## src/rtl/fp_deco_pipe.sv

```systemverilog
// fp_deco_pipe: registered IEEE-754-style operand decoder.
// Splits a packed float into sign / biased exponent / mantissa (hidden bit
// restored), classifies it (zero, subnormal, inf, NaN) and optionally flushes
// subnormals to a signed zero. A one-entry skid buffer behind the output
// register gives full throughput while keeping in_ready a pure register.
//
// Handshake: a beat transfers on a rising edge where valid && ready are both
// high. The producer of a valid beat holds it stable until the transfer. The
// outputs of an offered beat hold stable while out_valid && !out_ready.
// in_ready is registered and never depends combinationally on out_ready.
module fp_deco_pipe #(
  parameter int EXP_W = 8,
  parameter int MAN_W = 23
) (
  input  logic                     clk,
  input  logic                     rst,
  input  logic                     in_valid,
  output logic                     in_ready,
  input  logic [EXP_W+MAN_W:0]     Float_num,
  input  logic                     Modo_ftz,
  output logic                     out_valid,
  input  logic                     out_ready,
  output logic                     Signo,
  output logic [EXP_W-1:0]         Exponente,
  output logic [MAN_W:0]           Mantissa,
  output logic                     Es_cero,
  output logic                     Es_subnormal,
  output logic                     Es_inf,
  output logic                     Es_nan,
  output logic [1:0]               dbg_state
);

  localparam int W = 1 + EXP_W + MAN_W;

  // EMPTY: nothing held; ONE: output register valid; FULL: skid also valid.
  typedef enum logic [1:0] {
    ST_EMPTY = 2'd0,
    ST_ONE   = 2'd1,
    ST_FULL  = 2'd2
  } state_t;

  typedef struct packed {
    logic             sign;
    logic [EXP_W-1:0] exp;
    logic [MAN_W:0]   man;
    logic             is_zero;
    logic             is_sub;
    logic             is_inf;
    logic             is_nan;
  } beat_t;

  state_t           state;
  beat_t            or_q;
  beat_t            sk_q;
  beat_t            dec;
  logic [EXP_W-1:0] in_exp;
  logic [MAN_W-1:0] in_frac;
  logic             exp_zero;
  logic             exp_ones;
  logic             frac_zero;
  logic             accept;
  logic             move_out;

  assign in_exp    = Float_num[W-2:MAN_W];
  assign in_frac   = Float_num[MAN_W-1:0];
  assign exp_zero  = (in_exp == '0);
  assign exp_ones  = &in_exp;
  assign frac_zero = (in_frac == '0);

  assign accept    = in_valid && in_ready;
  assign move_out  = out_valid && out_ready;

  // Decode the incoming word; flush-to-zero rewrites only subnormal beats.
  always_comb begin
    dec         = '0;
    dec.sign    = Float_num[W-1];
    dec.exp     = in_exp;
    dec.man     = {~exp_zero, in_frac};
    dec.is_zero = exp_zero && frac_zero;
    dec.is_sub  = exp_zero && !frac_zero;
    dec.is_inf  = exp_ones && frac_zero;
    dec.is_nan  = exp_ones && !frac_zero;
    if (Modo_ftz && dec.is_sub) begin
      dec.exp     = '0;
      dec.man     = '0;
      dec.is_zero = 1'b1;
      dec.is_sub  = 1'b0;
    end
  end

  // Skid-buffer control: state, both data registers and the registered ready.
  always_ff @(posedge clk) begin
    if (rst) begin
      state    <= ST_EMPTY;
      or_q     <= '0;
      sk_q     <= '0;
      in_ready <= 1'b1;
    end else begin
      case (state)
        ST_EMPTY: begin
          if (accept) begin
            or_q  <= dec;
            state <= ST_ONE;
          end
          in_ready <= 1'b1;
        end
        ST_ONE: begin
          if (accept && move_out) begin
            or_q     <= dec;
            state    <= ST_ONE;
            in_ready <= 1'b1;
          end else if (accept) begin
            sk_q     <= dec;
            state    <= ST_FULL;
            in_ready <= 1'b0;
          end else if (move_out) begin
            state    <= ST_EMPTY;
            in_ready <= 1'b1;
          end else begin
            in_ready <= 1'b1;
          end
        end
        ST_FULL: begin
          // in_ready is low here, so no accept can coincide with the drain.
          if (move_out) begin
            or_q     <= sk_q;
            state    <= ST_ONE;
            in_ready <= 1'b1;
          end else begin
            in_ready <= 1'b0;
          end
        end
        default: begin
          state    <= ST_EMPTY;
          in_ready <= 1'b1;
        end
      endcase
    end
  end

  assign out_valid    = (state != ST_EMPTY);
  assign Signo        = or_q.sign;
  assign Exponente    = or_q.exp;
  assign Mantissa     = or_q.man;
  assign Es_cero      = or_q.is_zero;
  assign Es_subnormal = or_q.is_sub;
  assign Es_inf       = or_q.is_inf;
  assign Es_nan       = or_q.is_nan;
  assign dbg_state    = state;

endmodule

```

## config.mk

```make
export PLATFORM = sky130hd
export DESIGN_NAME = fp_deco_pipe
export DESIGN_NICKNAME = d
export VERILOG_FILES = /design/src/rtl/fp_deco_pipe.sv
export SDC_FILE = /design/constraint.sdc
export NUM_CORES = 1
export LEC_CHECK = 0
export ABC_AREA = 1
export ABC_CLOCK_PERIOD_IN_PS = 2000
export CAP_MARGIN = 40
export CORE_MARGIN = 5
export CORE_UTILIZATION = 43
export DETAILED_ROUTE_END_ITERATION = 8
export MAX_ROUTING_LAYER = met4
export PLACE_DENSITY_LB_ADDON = 0.25
export SYNTH_ARGS = -nofsm -noshare
export SYNTH_HDL_FRONTEND = slang
export SYNTH_SLANG_ARGS = --single-unit
```

## constraint.sdc

```tcl
create_clock -name clk -period 2 [get_ports clk]
set_input_delay 0.4 -clock clk [delete_from_list [all_inputs] [get_ports clk]]
set_output_delay 0.4 -clock clk [all_outputs]
set_load 0.005 [all_outputs]
```

# Word-level counts from Yosys, hierarchy flattened

Index checks and enable logic that the tools add are counted.

Equal/unequal tests: 6
Multiplexer cells: 15
Bitwise logic cells: 2
Reduce and logical (&&, ||, !) cells: 18

Operators by type and width:

| kind                                                                  | number |
|---|---|
| 37-bit 2-to-1 mux                                                     | 3 |
| 37-bit case mux with 3 select lines                                   | 1 |
| 34-bit 2-to-1 mux                                                     | 1 |
| 23-bit zero test                                                      | 1 |
| 2-bit 2-to-1 mux                                                      | 5 |
| 1-bit logical AND                                                     | 8 |
| 8-bit zero test                                                       | 1 |
| 8-bit AND reduction                                                   | 1 |
| 2-bit inequality test, second input constant                          | 3 |
| 2-bit case mux with 3 select lines                                    | 1 |
| 3-bit AND reduction                                                   | 2 |
| 4-bit inequality test, second input constant                          | 1 |
| 4-bit AND reduction                                                   | 1 |
| 1-bit 2-to-1 mux                                                      | 3 |
| 3-bit nonzero test                                                    | 1 |
| 2-bit by 1-bit equality test with 1-bit output, second input constant | 1 |
| 2-bit equality test, second input constant                            | 1 |
| 2-bit zero test                                                       | 1 |
| 1-bit NOT                                                             | 2 |
| 1-bit case mux with 2 select lines                                    | 1 |
| 2-bit nonzero test                                                    | 1 |
| 1-bit zero test                                                       | 1 |

Bits in registers: 77
Input port bits: 37
Output and inout bits: 41
Word-level logic and storage cells: 57

# Depth between registers and ports, before layout

Gate-level depths: netlist of the first run.

Depth in word-level cells: 7
Depth in mapped cells: 13
Gate-level depth less buffers: 11

# Worst setup path after synthesis of the first run

No wires, ideal clock.

Path type: reg2reg
Start point: register state[0], in the netlist dbg_state[0]
End point: register or_q, in the netlist Mantissa[16]
Setup time: 0.117 ns
Arrival time: 1.492 ns
Data required time: 1.883 ns
Slack: 0.391 ns
Stages on the path, launching flop included: 13
Path buffers: 2
Clock period less this slack: 1.609 ns
Cell sequence: dfxtp_1 inv_1 ha_1 inv_2 nand2_4 inv_2 a21oi_1 nor2_1 nand2_1 buf_6 buf_4 nor2_1 a21oi_1

Word-level cells in the longest chain between the ends: 5
Elaborated cells between the ends (all ways): 12
Those cells by class: 5 x eq/ne; 1 x mux; 6 x reduce/logical

Ends and longest elaborated chain:

| item                            | RTL line | text |
|---|---|---|
| start: declaration              | 52       | `state_t state;` |
| start signal: assignment        | 94       | `state <= ST_EMPTY;` |
| start signal: assignment        | 103      | `state <= ST_ONE;` |
| start signal: assignment        | 110      | `state <= ST_ONE;` |
| 2-bit nonzero test *            | 141      | `assign out_valid = (state != ST_EMPTY);` |
| named net out_valid             | 21       | `output logic out_valid,` |
| 1-bit logical AND *             | 71       | `assign move_out = out_valid && out_ready;` |
| 1-bit logical AND               | 108      | `if (accept && move_out) begin` |
| 2-bit inequality test (no line) | n/a      |  |
| 4-bit AND reduction (no line) * | n/a      |  |
| end signal: assignment          | 126      | `or_q <= sk_q;` |
| end: declaration                | 53       | `beat_t or_q;` |

The timed path passes the listed nets; every way through them passes the cells marked *.
A chain may end at the register's enable or synchronous reset.

# Worst setup path in the final report of the first run

Start point: register state[0], in the netlist dbg_state[0]
End point: register or_q, in the netlist Mantissa[13]

Word-level cells in the longest chain between the ends: 5
Elaborated cells between the ends (all ways): 12
Those cells by class: 5 x eq/ne; 1 x mux; 6 x reduce/logical

Ends and longest elaborated chain:

| item                            | RTL line |
|---|---|
| 2-bit nonzero test              | 141 |
| 1-bit logical AND               | 71 |
| 1-bit logical AND               | 108 |
| 2-bit inequality test (no line) | n/a |
| 4-bit AND reduction (no line)   | n/a |

Several ways; a longest one is shown, not always the timed one.

==> summary.txt, run 1 <==
Clock network
  – Sink Count: 77
  – Clock Tree Root: clkbuf_8
  – Clock transition at the registers of the reported paths: 0.08 ns
  – Max clock buf depth: 2
  – CTS H-tree depth: 3
  – CTS tree: built
  – Post-CTS setup buffer count: 0
  – Clk_lat worst skew: 0.35 ns
  – Cts bufs inserted: 9

STA
  – Max transition margin: 67.7%
  – Setup_tns: 0 ns
  – Clk_skew: 0.00889 ns
  – Final setup vio count: 0
  – Final hold vios: 0
  – Worst slew pin tran: 0.484 ns
  – Final Max Slew Viols: 0
  – Minimum clock period: 1.82 ns
  – Fmax: 549 MHz
  – RSZ-0062 raised after global routing: no
  – Tcrit/Tclk final: 91.0%

Placed design
  – Post-DP Area: 4600 sq um
  – Input/output buffers: 77
  – Post-DP HPWL: 6200 um
  – Final GP Congestion: 0.821

Worst setup path
  – CP max FO: 20
  – Req. time, crit path: 2.28 ns
  – Crit Path Class: flip-flop to flip-flop
  – CP endpoint kind: flip-flop
  – Worst endpoint data arrival time: 2.10 ns
  – CP Launch Type: flip-flop

Global route
  – First-pass GRT wire length: 15300 um
  – GRT Total Usage: 18.4%
  – Largest net degree at the start of global routing: 47
  – Final global-route overflow total: 0
  – Vias in the first global route: 3313
  – Antenna violations before repair: 0

Yosys
  – Netlist cell types: 21
  – Mapped Nets: 605
  – #FFs+latches synth: 77
  – Sequential area share after synthesis: 41.5%
  – Avg Synthesized Cell Area: 6.59 sq um
  – Yosys warns: 0
  – Cell area after synthesis: 3720 sq um
  – Mapped Cells: 564

Die
  – Initial Util: 43.3%
  – Io pins: 78
  – Area of the core: 8590 sq um
  – Die area: 10600 sq um
  – Die Span Y: 103 um
  – Die width: 103 um
  – Cell Rows: 34

Run status
  – Outcome: finished, final reports clean

Run
  – MaxCap Viol Count: 0

Layout
  – Fill count: 831
  – ANT cells: 0
  – Fraction of layout cells with a size suffix above 1: 6.90%
  – Post-route design area: 4860 sq um
  – Layout Nets: 674
  – P&R area growth vs syn: 30.8%

Power
  – VDD IR max: 580 uV
  – Tot Pwr: 6500 uW
  – P_leak: 0.00237 uW
  – P per Cell Area: 1340 nW/um^2

Route
  – Vias per inst: 4.87
  – 1st-pass router iterations: 5
  – Post-DRT Antenna Nets: 0
  – DR vias: 3631
  – Post-route DRC: 0
  – Final WL: 9260 um
  – Routed WL per cell: 12.4 um
  – Initial detailed-routing violation count: 158

Worst hold path
  – Worst min path class: flip-flop to flip-flop
layer usage:
metal / GRT usage (%) / part of all wire (%) / vias up
li1: - / - / 1893
met1: 23.1 / 48 / 1649
met2: 30.2 / 46 / 74
met3: 2.77 / 4.3 / 15
met4: 6.47 / 1.5 / 0
met5: - / 0 / -
Yosys cell counts:
| master | count | area, sq um |
|---|---|---|
| nor3_2 | 1 | 10.0 |
| o2111ai_1 | 1 | 8.76 |
| nand3_2 | 2 | 20.0 |
| nand3_1 | 30 | 150 |
| ha_1 | 4 | 50.1 |
| nand2_1 | 151 | 567 |
| a21oi_1 | 74 | 370 |
| o21ai_0 | 39 | 195 |
| nand2_4 | 2 | 22.5 |
| buf_1 | 3 | 11.3 |
| buf_2 | 10 | 50.1 |
| nor3_1 | 1 | 5.00 |
| inv_1 | 76 | 285 |
| clkbuf_1 | 11 | 41.3 |
| dfxtp_1 | 77 | 1540 |
| nand4_1 | 2 | 12.5 |
| buf_4 | 3 | 22.5 |
| nor2_1 | 55 | 206 |
| o21ai_1 | 10 | 50.1 |
| buf_6 | 7 | 78.8 |
| inv_2 | 5 | 18.8 |
cell type report:
cell class                      instances  area [sq um]  share of cell area, %
Clock buffer                           13           169                   3.47
Multi-Input combinational cell        372          1670                   34.4
Tap cell                              108           135                   2.78
Clock inverter                          3          90.1                   1.85
Inverter                               81           304                   6.25
Sequential cell                        77          1550                   31.8
Timing Repair Buffer                   92           945                   19.4
where the power goes:
group | leakage (uW) | internal (uW) | switching, uW
Clock | 0.000130 | 933 | 563
Sequential | 0.000634 | 2050 | 274
Combinational | 0.00161 | 1270 | 1400
Total | 0.00237 | 4260 | 2240
final timing paths:
| path | startpoint | slack [ns] | depth (start not counted) | to |
|---|---|---|---|---|
| min | Exponente[2]$_SDFFE_PP0P_ | 0.47 | 2 | Exponente[2]$_SDFFE_PP0P_ |
| min reg2reg | Exponente[2]$_SDFFE_PP0P_ | 0.47 | 2 | Exponente[2]$_SDFFE_PP0P_ |
| max | dbg_state[0]$_SDFFE_PP0P_ | 0.18 | 12 | Mantissa[13]$_SDFFE_PP0P_ |
| max reg2reg | dbg_state[0]$_SDFFE_PP0P_ | 0.18 | 12 | Mantissa[13]$_SDFFE_PP0P_ |
state kept, by name (all words and copies together), names as in the netlist:
signal        cells
in_ready          1
Mantissa         24
Signo             1
Es_cero           1
Es_subnormal      1
dbg_state         2
Exponente         8
sk_q             37
Es_inf            1
Es_nan            1
logic make-up (layout without fill, tap and decap cells):
group,count (synthesis),after routing,share of synthesized area (%)
AND/OR/NAND/NOR,244,244,26.7
buffers and inverters,115,189,13.7
flip-flops,77,77,41.5
AO/OA/AOI/OAI,124,124,16.8
adder cells (fa/ha/maj),4,4,1.35
metrics by stage:
step                setup slack [ns]  util, %  hold slack [ns]  std cells
finish                         0.180     56.6            0.470        746
global route                  0.0159     56.6            0.490        746
CTS                            0.184     56.6            0.471        746
detailed placement           -0.0136     53.5            0.457        730
global placement              0.0501     53.5            0.439        730
floorplan                      0.391        -            0.425        564
layout by cell type, fill, tap and decap left out, types with 3 or more instances in the layout:
cell             Yosys  routed
ha_1                 4       3
nand2_1            151     150
a21oi_1             74      74
clkdlybuf4s50_1      0      76
inv_2                5       5
clkbuf_8             0      12
o21ai_0             39      39
nand3_1             30      30
o21ai_1             10      10
inv_1               76      75
bufinv_16            0       3
dfxtp_1             77      75
buf_12               0       5
nor2_1              55      55
buf_4                3      10
timing repair:
item	4_1_cts	5_1_grt
setup endpoints to repair	1	0
gates resized for setup	4	0
hold buffers	0	0
critical path, stage by stage, from the launching register on:
cell     delay (ns)
dfxtp_4        0.37
inv_1          0.06
ha_1           0.20
inv_2          0.10
nand2_4        0.07
inv_2          0.08
a21oi_1        0.07
nor2_1         0.11
nand2_2        0.17
buf_4          0.26
nand2_1        0.08
nand2_1        0.05
a21oi_1        0.12
Power figures use the tool's default switching activity.
==> run 2: changes to the inputs <==
--- a/config.mk
+++ b/config.mk
@@ -11,6 +11,7 @@
 export CORE_MARGIN = 5
 export CORE_UTILIZATION = 43
 export DETAILED_ROUTE_END_ITERATION = 8
+export HOLD_SLACK_MARGIN = 0.15
 export MAX_ROUTING_LAYER = met4
 export PLACE_DENSITY_LB_ADDON = 0.25
 export SYNTH_ARGS = -nofsm -noshare
==> results of run 2 <==
No change in the layout: final DEF, timing and power equal those of run 1.
==> run 3: changes to the inputs <==
--- a/config.mk
+++ b/config.mk
@@ -6,7 +6,6 @@
 export NUM_CORES = 1
 export LEC_CHECK = 0
 export ABC_AREA = 1
-export ABC_CLOCK_PERIOD_IN_PS = 2000
 export CAP_MARGIN = 40
 export CORE_MARGIN = 5
 export CORE_UTILIZATION = 43
@@ -17,3 +16,4 @@
 export SYNTH_ARGS = -nofsm -noshare
 export SYNTH_HDL_FRONTEND = slang
 export SYNTH_SLANG_ARGS = --single-unit
+export TNS_END_PERCENT = 100
==> results of run 3 <==
No change in the layout: final DEF, timing and power equal those of run 1.
